### config.mk
export PLATFORM = sky130hd
export DESIGN_NAME = dual_core_mem_arbiter
export DESIGN_NICKNAME = d
export VERILOG_FILES = /design/src/rtl/cpu_types_pkg.sv /design/src/rtl/reservation_unit.sv /design/src/rtl/dual_core_mem_arbiter.sv
export SDC_FILE = /design/constraint.sdc
export NUM_CORES = 1
export LEC_CHECK = 0
export BUFFER_PORTS_ARGS = -buffer_cell sky130_fd_sc_hd__buf_2
export CAP_MARGIN = 10
export CORE_MARGIN = 2
export CORE_UTILIZATION = 53
export DETAILED_ROUTE_END_ITERATION = 8
export PLACE_DENSITY = 0.92
export SLEW_MARGIN = 5
export SYNTH_ARGS = -nofsm -noshare
export SYNTH_HDL_FRONTEND = slang
export SYNTH_SLANG_ARGS = --single-unit
### constraint.sdc
create_clock -name CLK -period 8.2 [get_ports CLK]
set_clock_uncertainty 0.2 [all_clocks]
set_input_delay 0.82 -clock CLK [delete_from_list [all_inputs] [get_ports CLK]]
set_output_delay 0.82 -clock CLK [all_outputs]
set_load 0.03 [all_outputs]
### src/rtl/cpu_types_pkg.sv
// rtl/cpu_types_pkg.sv - shared types for the dual-core data-memory arbiter
package cpu_types_pkg;

    localparam int NCORES      = 2;
    localparam int RESV_ADDR_W = 30;

    typedef logic [RESV_ADDR_W-1:0] resv_addr_t;

    typedef enum logic [1:0] {
        IDLE,
        ACCESS,
        DONE
    } arb_state_t;

endpackage

### src/rtl/reservation_unit.sv
// rtl/reservation_unit.sv - one LR/SC reservation slot (word address + valid)
module reservation_unit
    import cpu_types_pkg::*;
(
    input  logic       CLK,
    input  logic       RST,
    input  logic       set,
    input  logic       clear_own,
    input  logic       snoop_wen,
    input  resv_addr_t snoop_addr,
    input  resv_addr_t check_addr,
    output logic       match,
    output logic       valid
);

    resv_addr_t addr_q;

    // LR sets, own SC clears, and any committed write to the reserved word kills it
    always_ff @(posedge CLK or posedge RST) begin
        if (RST) begin
            valid  <= 1'b0;
            addr_q <= '0;
        end else if (set) begin
            valid  <= 1'b1;
            addr_q <= snoop_addr;
        end else if (clear_own) begin
            valid  <= 1'b0;
        end else if (snoop_wen && (addr_q == snoop_addr)) begin
            valid  <= 1'b0;
        end
    end

    assign match = valid && (addr_q == check_addr);

endmodule

### src/rtl/dual_core_mem_arbiter.sv
// rtl/dual_core_mem_arbiter.sv - round-robin data-memory arbiter with LR/SC reservations (optional perf counters: DUAL_CORE_ARB_PERF_EN)
module dual_core_mem_arbiter
    import cpu_types_pkg::*;
(
    input  logic                    CLK,
    input  logic                    RST,
    input  logic [NCORES-1:0]       creq_ren,
    input  logic [NCORES-1:0]       creq_wen,
    input  logic [NCORES-1:0]       creq_lr,
    input  logic [NCORES-1:0]       creq_sc,
    input  logic [NCORES-1:0][31:0] creq_addr,
    input  logic [NCORES-1:0][31:0] creq_store,
    output logic [NCORES-1:0]       cresp_ready,
    output logic [NCORES-1:0][31:0] cresp_load,
`ifdef DUAL_CORE_ARB_PERF_EN
    output logic [NCORES-1:0][31:0] perf_grants,
    output logic [NCORES-1:0][31:0] perf_wait,
`endif
    output logic                    mem_ren,
    output logic                    mem_wen,
    output logic [31:0]             mem_addr,
    output logic [31:0]             mem_store,
    input  logic [31:0]             mem_load,
    input  logic                    mem_ready
);

    arb_state_t              state, state_nxt;
    logic                    grant;
    logic                    last_grant;
    logic                    fail_q;
    logic [NCORES-1:0]       req;
    logic [NCORES-1:0]       match;
    logic [NCORES-1:0]       resv_valid;
    logic [NCORES-1:0][31:0] load_q;
    logic                    pick;
    logic                    pick_sc_fail;
    logic                    in_done;
    logic                    done_set;
    logic                    done_clear_own;
    logic                    done_snoop;
    resv_addr_t              done_word;

    assign req  = creq_ren | creq_wen;
    // On a tie the core that did not win last time gets the port
    assign pick = (req == 2'b11) ? ~last_grant : req[1];
    // SC without a live matching reservation is resolved without touching RAM
    assign pick_sc_fail = creq_wen[pick] & creq_sc[pick] & ~match[pick];

    // State register; async reset drops the strobes mid-access
    always_ff @(posedge CLK or posedge RST) begin
        if (RST) state <= IDLE;
        else     state <= state_nxt;
    end

    // Next state, RAM strobes and completion pulse
    always_comb begin
        state_nxt   = state;
        mem_ren     = 1'b0;
        mem_wen     = 1'b0;
        mem_addr    = '0;
        mem_store   = '0;
        cresp_ready = '0;
        case (state)
            IDLE: begin
                if (|req) state_nxt = pick_sc_fail ? DONE : ACCESS;
            end
            ACCESS: begin
                mem_ren   = creq_ren[grant];
                mem_wen   = creq_wen[grant];
                mem_addr  = creq_addr[grant];
                mem_store = creq_store[grant];
                if (mem_ready) state_nxt = DONE;
            end
            DONE: begin
                cresp_ready[grant] = 1'b1;
                state_nxt          = IDLE;
            end
            default: state_nxt = IDLE;
        endcase
    end

    // Grant bookkeeping and per-core response data
    always_ff @(posedge CLK or posedge RST) begin
        if (RST) begin
            grant      <= 1'b0;
            last_grant <= 1'b1;
            fail_q     <= 1'b0;
            load_q     <= '0;
        end else if (state == IDLE) begin
            if (|req) begin
                grant      <= pick;
                last_grant <= pick;
                fail_q     <= pick_sc_fail;
                if (pick_sc_fail) load_q[pick] <= 32'd1;
            end
        end else if (state == ACCESS) begin
            if (mem_ready) load_q[grant] <= creq_ren[grant] ? mem_load : 32'd0;
        end
    end

    assign cresp_load = load_q;

    // Reservation updates land on the DONE cycle; the request is still held then
    assign in_done        = (state == DONE);
    assign done_word      = creq_addr[grant][31:2];
    assign done_set       = in_done & creq_ren[grant] & creq_lr[grant];
    assign done_clear_own = in_done & creq_wen[grant] & creq_sc[grant];
    assign done_snoop     = in_done & creq_wen[grant] & ~fail_q;

    for (genvar i = 0; i < NCORES; i++) begin : g_resv
        reservation_unit u_resv (
            .CLK        (CLK),
            .RST        (RST),
            .set        (done_set && (grant == 1'(i))),
            .clear_own  (done_clear_own && (grant == 1'(i))),
            .snoop_wen  (done_snoop),
            .snoop_addr (done_word),
            .check_addr (creq_addr[i][31:2]),
            .match      (match[i]),
            .valid      (resv_valid[i])
        );
    end

`ifdef DUAL_CORE_ARB_PERF_EN
    // Completions per core, and cycles a core spends requesting before its pulse
    always_ff @(posedge CLK or posedge RST) begin
        if (RST) begin
            perf_grants <= '0;
            perf_wait   <= '0;
        end else begin
            for (int i = 0; i < NCORES; i++) begin
                if (cresp_ready[i])             perf_grants[i] <= perf_grants[i] + 32'd1;
                if (req[i] && !cresp_ready[i])  perf_wait[i]   <= perf_wait[i] + 32'd1;
            end
        end
    end
`endif

endmodule

== Word level (Yosys, flattened, before mapping) ==
Cells that the tools add are included.

* Logic and storage cells: 105
* Register bits: 131

* Muxes and demuxes: 47
* Equality and inequality tests: 10
* Reduce and logical (&&, ||, !) cells: 19
* Bitwise gates (word level): 15
* Order comparisons: 4

{| class="wikitable"
|+ Operator list
! kind !! count
|-
| two-way mux 64 bit || 5
|-
| two-way mux 32 bit || 9
|-
| equality test 30 bit || 4
|-
| bitwise mux 64 bit || 1
|-
| demux 32 bit (select 1 bit) || 2
|-
| bitwise AND 62 bit || 1
|-
| inverter 62 bit || 1
|-
| two-way mux 1 bit || 24
|-
| logical AND 1 bit || 10
|-
| two-way mux 2 bit || 4
|-
| bitwise AND 1 bit || 7
|-
| != test 2 bit (second input constant) || 3
|-
| nonzero test 3 bit || 2
|-
| equality test 2 bit (second input constant) || 2
|-
| < comparator 1 x 2 -> 1 bit (second input constant) || 2
|-
| inverter 1 bit || 4
|-
| bitwise OR 2 bit || 2
|-
| one-hot mux 2 bit (2 select lines) || 1
|-
| AND reduction 2 bit || 2
|-
| AND reduction 4 bit || 1
|-
| nonzero test 2 bit || 2
|-
| equality test 2 x 1 -> 1 bit (second input constant) || 1
|-
| >= comparator 1 bit (second input constant) || 2
|-
| logical NOT 2 bit || 1
|-
| other kinds (2) || 2
|}

== Longest topological paths before layout ==
* Depth after elaboration: 12
* Gate-level depth with buffers: 9

== Modules after synthesis ==
From an unflattened synthesis, not the netlist that was laid out.

* Cell total of the unflattened synthesis: 769
* Area total of the unflattened synthesis: 7951.4 sq um

{| class="wikitable"
|+ Modules (own cells, without submodules)
! module !! times used !! cells an instance !! area each (sq um) !! sequential area each (sq um)
|-
| dual_core_mem_arbiter || 1 || 475 || 4352.9 || 1727.9
|-
| reservation_unit || 2 || 147 || 1799.2 || 775.7
|}

== Worst setup path after synthesis ==
OpenSTA, ideal clock, no wires.

* Path type: reg2out
* From: reg grant
* To: out mem_store[10]
* Stages on the path, launching flop included: 7
* Arrival: 1.942 ns
* Slack: 5.238 ns
* Cell sequence: dfrtp_1 buf_6 buf_2 buf_1 buf_2 mux2i_1 nor2_1

* Longest elaborated chain between the ends: 3

{| class="wikitable"
|+ Ends and longest elaborated chain
! element !! RTL line !! source
|-
| start: declaration || dual_core_mem_arbiter.sv:28 || <nowiki>logic grant;</nowiki>
|-
| start signal: assignment || dual_core_mem_arbiter.sv:91 || <nowiki>grant <= pick;</nowiki>
|-
| two-way mux 32 bit (not written as such) (2 in a row) || dual_core_mem_arbiter.sv:71 || <nowiki>mem_store = creq_store[grant];</nowiki>
|-
| two-way mux 32 bit || dual_core_mem_arbiter.sv:63 || <nowiki>case (state)</nowiki>
|-
| end: declaration || dual_core_mem_arbiter.sv:22 || <nowiki>output logic [31:0] mem_store,</nowiki>
|}

No other way between the ends. The select of a mux whose other input is x is not followed.

== Worst setup path after layout ==
* From: reg grant
* To: out mem_addr[20]

* Longest elaborated chain between the ends: 3

{| class="wikitable"
|+ Ends and longest elaborated chain
! element !! RTL line !! source
|-
| two-way mux 32 bit (not written as such) (2 in a row) || dual_core_mem_arbiter.sv:70 || <nowiki>mem_addr = creq_addr[grant];</nowiki>
|-
| two-way mux 32 bit || dual_core_mem_arbiter.sv:63 ||
|-
| end: declaration || dual_core_mem_arbiter.sv:21 || <nowiki>output logic [31:0] mem_addr,</nowiki>
|}

No other way between the ends. The select of a mux whose other input is x is not followed.

==> parameters.txt <==
Parameter                              Value

Floorplan
  Area of the core region ... 0.0133 mm2
  Site row count ... 42
  Y dimension of the die ... 121 um
  Io pins ... 303
  Overall die width ... 121 um
  Initial core utilization ... 0.547
  Area enclosed by the die boundary ... 0.0147 mm2

Synthesis
  Post-Syn Area ... 0.00727 mm2
  Count of cell types in the netlist ... 38
  Cell types with the largest area share after synthesis ... sky130_fd_sc_hd__dfrtp_1 (45%), sky130_fd_sc_hd__xnor2_1 (9.6%), sky130_fd_sc_hd__mux2i_1 (8.5%)
  Share of Yosys cell area claimed by the top area cell type ... 0.448
  Total of flip-flops plus latches after synthesis ... 131
  Cell taking the most area after synthesis ... sky130_fd_sc_hd__dfrtp_1
  Syn Area/Cell ... 9.43 um2
  Synthesis Warnings ... 0
  Sequential fraction of the synthesis area ... 0.451
  Synthesized net count ... 942
  Synthesized instance count ... 771

Place
  Gp weighted congestion ... 0.984
  Instance area at placement ... 0.00883 mm2
  Final HPWL from detailed placement ... 18100 um
  Number of input and output port buffers inserted ... 302

Worst setup path
  Critical R2R Launch ... grant
  Element type at the critical path start ... register
  Series of cell instances along the critical path ... buf_4 -> mux2i_1 -> nor2_1 -> buf_2
  Critical path start-end classification ... register to output port
  Worst path arrival time ... 2.82 ns
  CP Launch Point ... grant
  Reg-to-Reg End ... g_resv[1].u_resv.addr_q[18]
  Worst path required time ... 7.18 ns
  Reg-to-reg setup timing slack ... 4.69 ns
  Crit path max-delay cell type ... sky130_fd_sc_hd__dfrtp_4
  CP endpoint ... mem_addr[20]
  Slowest Stage Delay on Critical Path ... 0.78 ns
  Number of cells traversed by the worst register-to-register path ... 6
  Worst Path Max Fanout ... 39
  Sort of element at the end of the critical path ... output port

STA
  Final Max Slew Viols ... 0
  Unrepaired setup endpoints after global routing ... false
  Worst Tran Pin Value ... 1.26 ns
  Final sum of negative setup slack ... 0 ns
  Part of the cycle the worst path needs ... 0.468
  Number of failing setup endpoints in the final timing report ... 0
  Hold Violations, Final ... 0
  Max Fclk ... 261 MHz
  Max transition margin ... 0.163
  Clock period minus worst slack ... 3.84 ns

Route
  Mean number of vias per cell ... 5.83
  Count of TritonRoute iterations in the first routing pass ... 5
  Vias ... 7213
  Residual DRC count ... 0
  Total Routed Length ... 25100 um
  DR iter-0 viols ... 685
  Detailed-route wire length per cell ... 20.3 um
  Count of nets left with antenna violations after detail routing ... 0

Cells and area
  Fraction of layout cells with a size suffix above 1 ... 0.336
  Post-synthesis to final-layout area growth ... 30.3%
  Net total in the final layout ... 1219
  Post-route cell area ... 0.00947 mm2
  Core utilization of the finished layout ... 0.712
  Final antenna diode count ... 0

Clocking
  CTS Root Cell ... sky130_fd_sc_hd__clkbuf_16
  Resize count post-CTS ... 0
  Cts hold-fix bufs ... 0
  TritonCTS clock tree ... yes
  Clock insertion delay at the later pin of the skew report ... 0.42 ns
  Clock Pin Slew Worst Setup and Hold Paths ... 0.06 ns
  H-tree depth reported by CTS ... 4
  Clock net sink count ... 131
  Buffers inserted by post-CTS timing repair ... 0
  CTS buffer count ... 17
  Number of buffers on the longest clock path ... 2

Global routing
  Antenna violations before repair ... 0
  Largest net degree at the start of global routing ... 70
  Total gr overflow ... 0
  Vias in the first global route ... 6946
  GRT Overall Usage ... 0.335
  Global-route wire length before repair ... 37400 um

Power and ir drop
  Pwr Density ... 422 mW/mm2
  Static Leak ... 4.67 nW
  Max VDD drop ... 0.228 mV
  Design Power ... 4.00 mW

Run status
  Status ... completed

Hold path
  Type of the tightest min-delay check ... register to register

Job
  Max_cap viols ... 0
[registers in the layout (all words and copies together), names as in the netlist]
| name | cells |
|---|---|
| cresp_load | 64 |
| fail_q | 1 |
| g_resv.u_resv.addr_q | 60 |
| g_resv.u_resv.valid | 2 |
| grant | 1 |
| last_grant | 1 |
| state | 2 |
[through the flow]
step                      std cells  hold WS, ns  setup slack (ns)
after floorplan                 771        0.238              3.68
after global placement         1203        0.247              4.66
after detailed placement       1203        0.264              4.62
after CTS                      1235        0.274              4.40
after global routing           1237        0.299              4.28
final                          1237        0.289              4.36
[layout by cell type (no fill, tap or decap), types with 4 or more instances in the layout]
cell and count:
sky130_fd_sc_hd__inv_6 4, sky130_fd_sc_hd__nor2_1 131, sky130_fd_sc_hd__clkbuf_16 17, sky130_fd_sc_hd__nand4_1 24, sky130_fd_sc_hd__mux2i_1 62, sky130_fd_sc_hd__buf_4 4, sky130_fd_sc_hd__nor4_1 10, sky130_fd_sc_hd__a22o_1 31
sky130_fd_sc_hd__mux2i_2 4, sky130_fd_sc_hd__xnor2_1 80, sky130_fd_sc_hd__dfrtp_1 129, sky130_fd_sc_hd__nand2_1 40, sky130_fd_sc_hd__a21oi_1 98, sky130_fd_sc_hd__xor2_1 40, sky130_fd_sc_hd__buf_2 302, sky130_fd_sc_hd__clkinvlp_4 4
sky130_fd_sc_hd__nand3_1 34
[cells in the mapped netlist, drive strengths merged]
cell type and n:
or2 1, and2 2, nand2 40, nand2b 2, o31a 2, o41ai 1, clkbuf 34, or4 2
mux2i 66, o2bb2ai 2, a31o 2, nand4 24, xor2 40, o22ai 1, nor4 12, nor2 132
buf 16, inv 2, and3 4, dfrtp 130, or3 1, o21ai 2, nor2b 1, a21oi 98
mux2 1, o21a 2, a22o 31, nand3 34, a31oi 3, nor3 2, xnor2 80, dfstp 1
[critical path: cells and delay by family (launching register included)]
kind	cells	cell delay (ns)
buffers and inverters	2	0.85
flip-flops	1	0.78
multiplexers	1	0.63
AND/OR/NAND/NOR	1	0.11
[cell type report]
class,count,area (um2)
fillers,990,3830
multi-input cells,588,3780
flip-flops and latches,131,3280
repair buffers,308,1580
clock buffers,19,443
well taps,176,220
clock inverters,13,148
inverters,2,10.0
[kinds of logic after synthesis]
| group | Yosys count | share of synthesized area |
|---|---|---|
| AO/OA/AOI/OAI | 144 | 0.121 |
| XOR/XNOR | 120 | 0.145 |
| buffers and inverters | 52 | 0.0306 |
| flip-flops | 131 | 0.451 |
| multiplexers | 67 | 0.0945 |
| AND/OR/NAND/NOR | 257 | 0.158 |
[metal layers]
metal  vias up  track usage  routed length (um)  part of all wire
met2       479        0.545               12200              0.49
met4         0        0.165                 966             0.039
met5         -            0                   0                 0
li1       3230            -                   -                 -
met1      3426        0.422                9430              0.38
met3        78       0.0733                2470             0.099
[power breakdown]
| part | switching [mW] | leakage [nW] | internal (mW) | total, mW |
|---|---|---|---|---|
| Combinational | 1.28 | 2.76 | 0.731 | 2.01 |
| Clock | 0.302 | 0.277 | 0.459 | 0.761 |
| Sequential | 0.301 | 1.63 | 0.923 | 1.22 |
[worst min-delay path by stage]
| stage | depth (start not counted) | startpoint | end | slack (ns) |
|---|---|---|---|---|
| 2_1_floorplan | 2 | last_grant | last_grant | 0.24 |
| 3_3_place_gp | 2 | last_grant | last_grant | 0.25 |
| 3_5_place_dp | 2 | last_grant | last_grant | 0.26 |
| 4_1_cts | 2 | last_grant | last_grant | 0.27 |
| 5_1_grt | 2 | last_grant | last_grant | 0.30 |
| 6_report | 2 | last_grant | last_grant | 0.29 |
(Power assumes the default switching activity.)
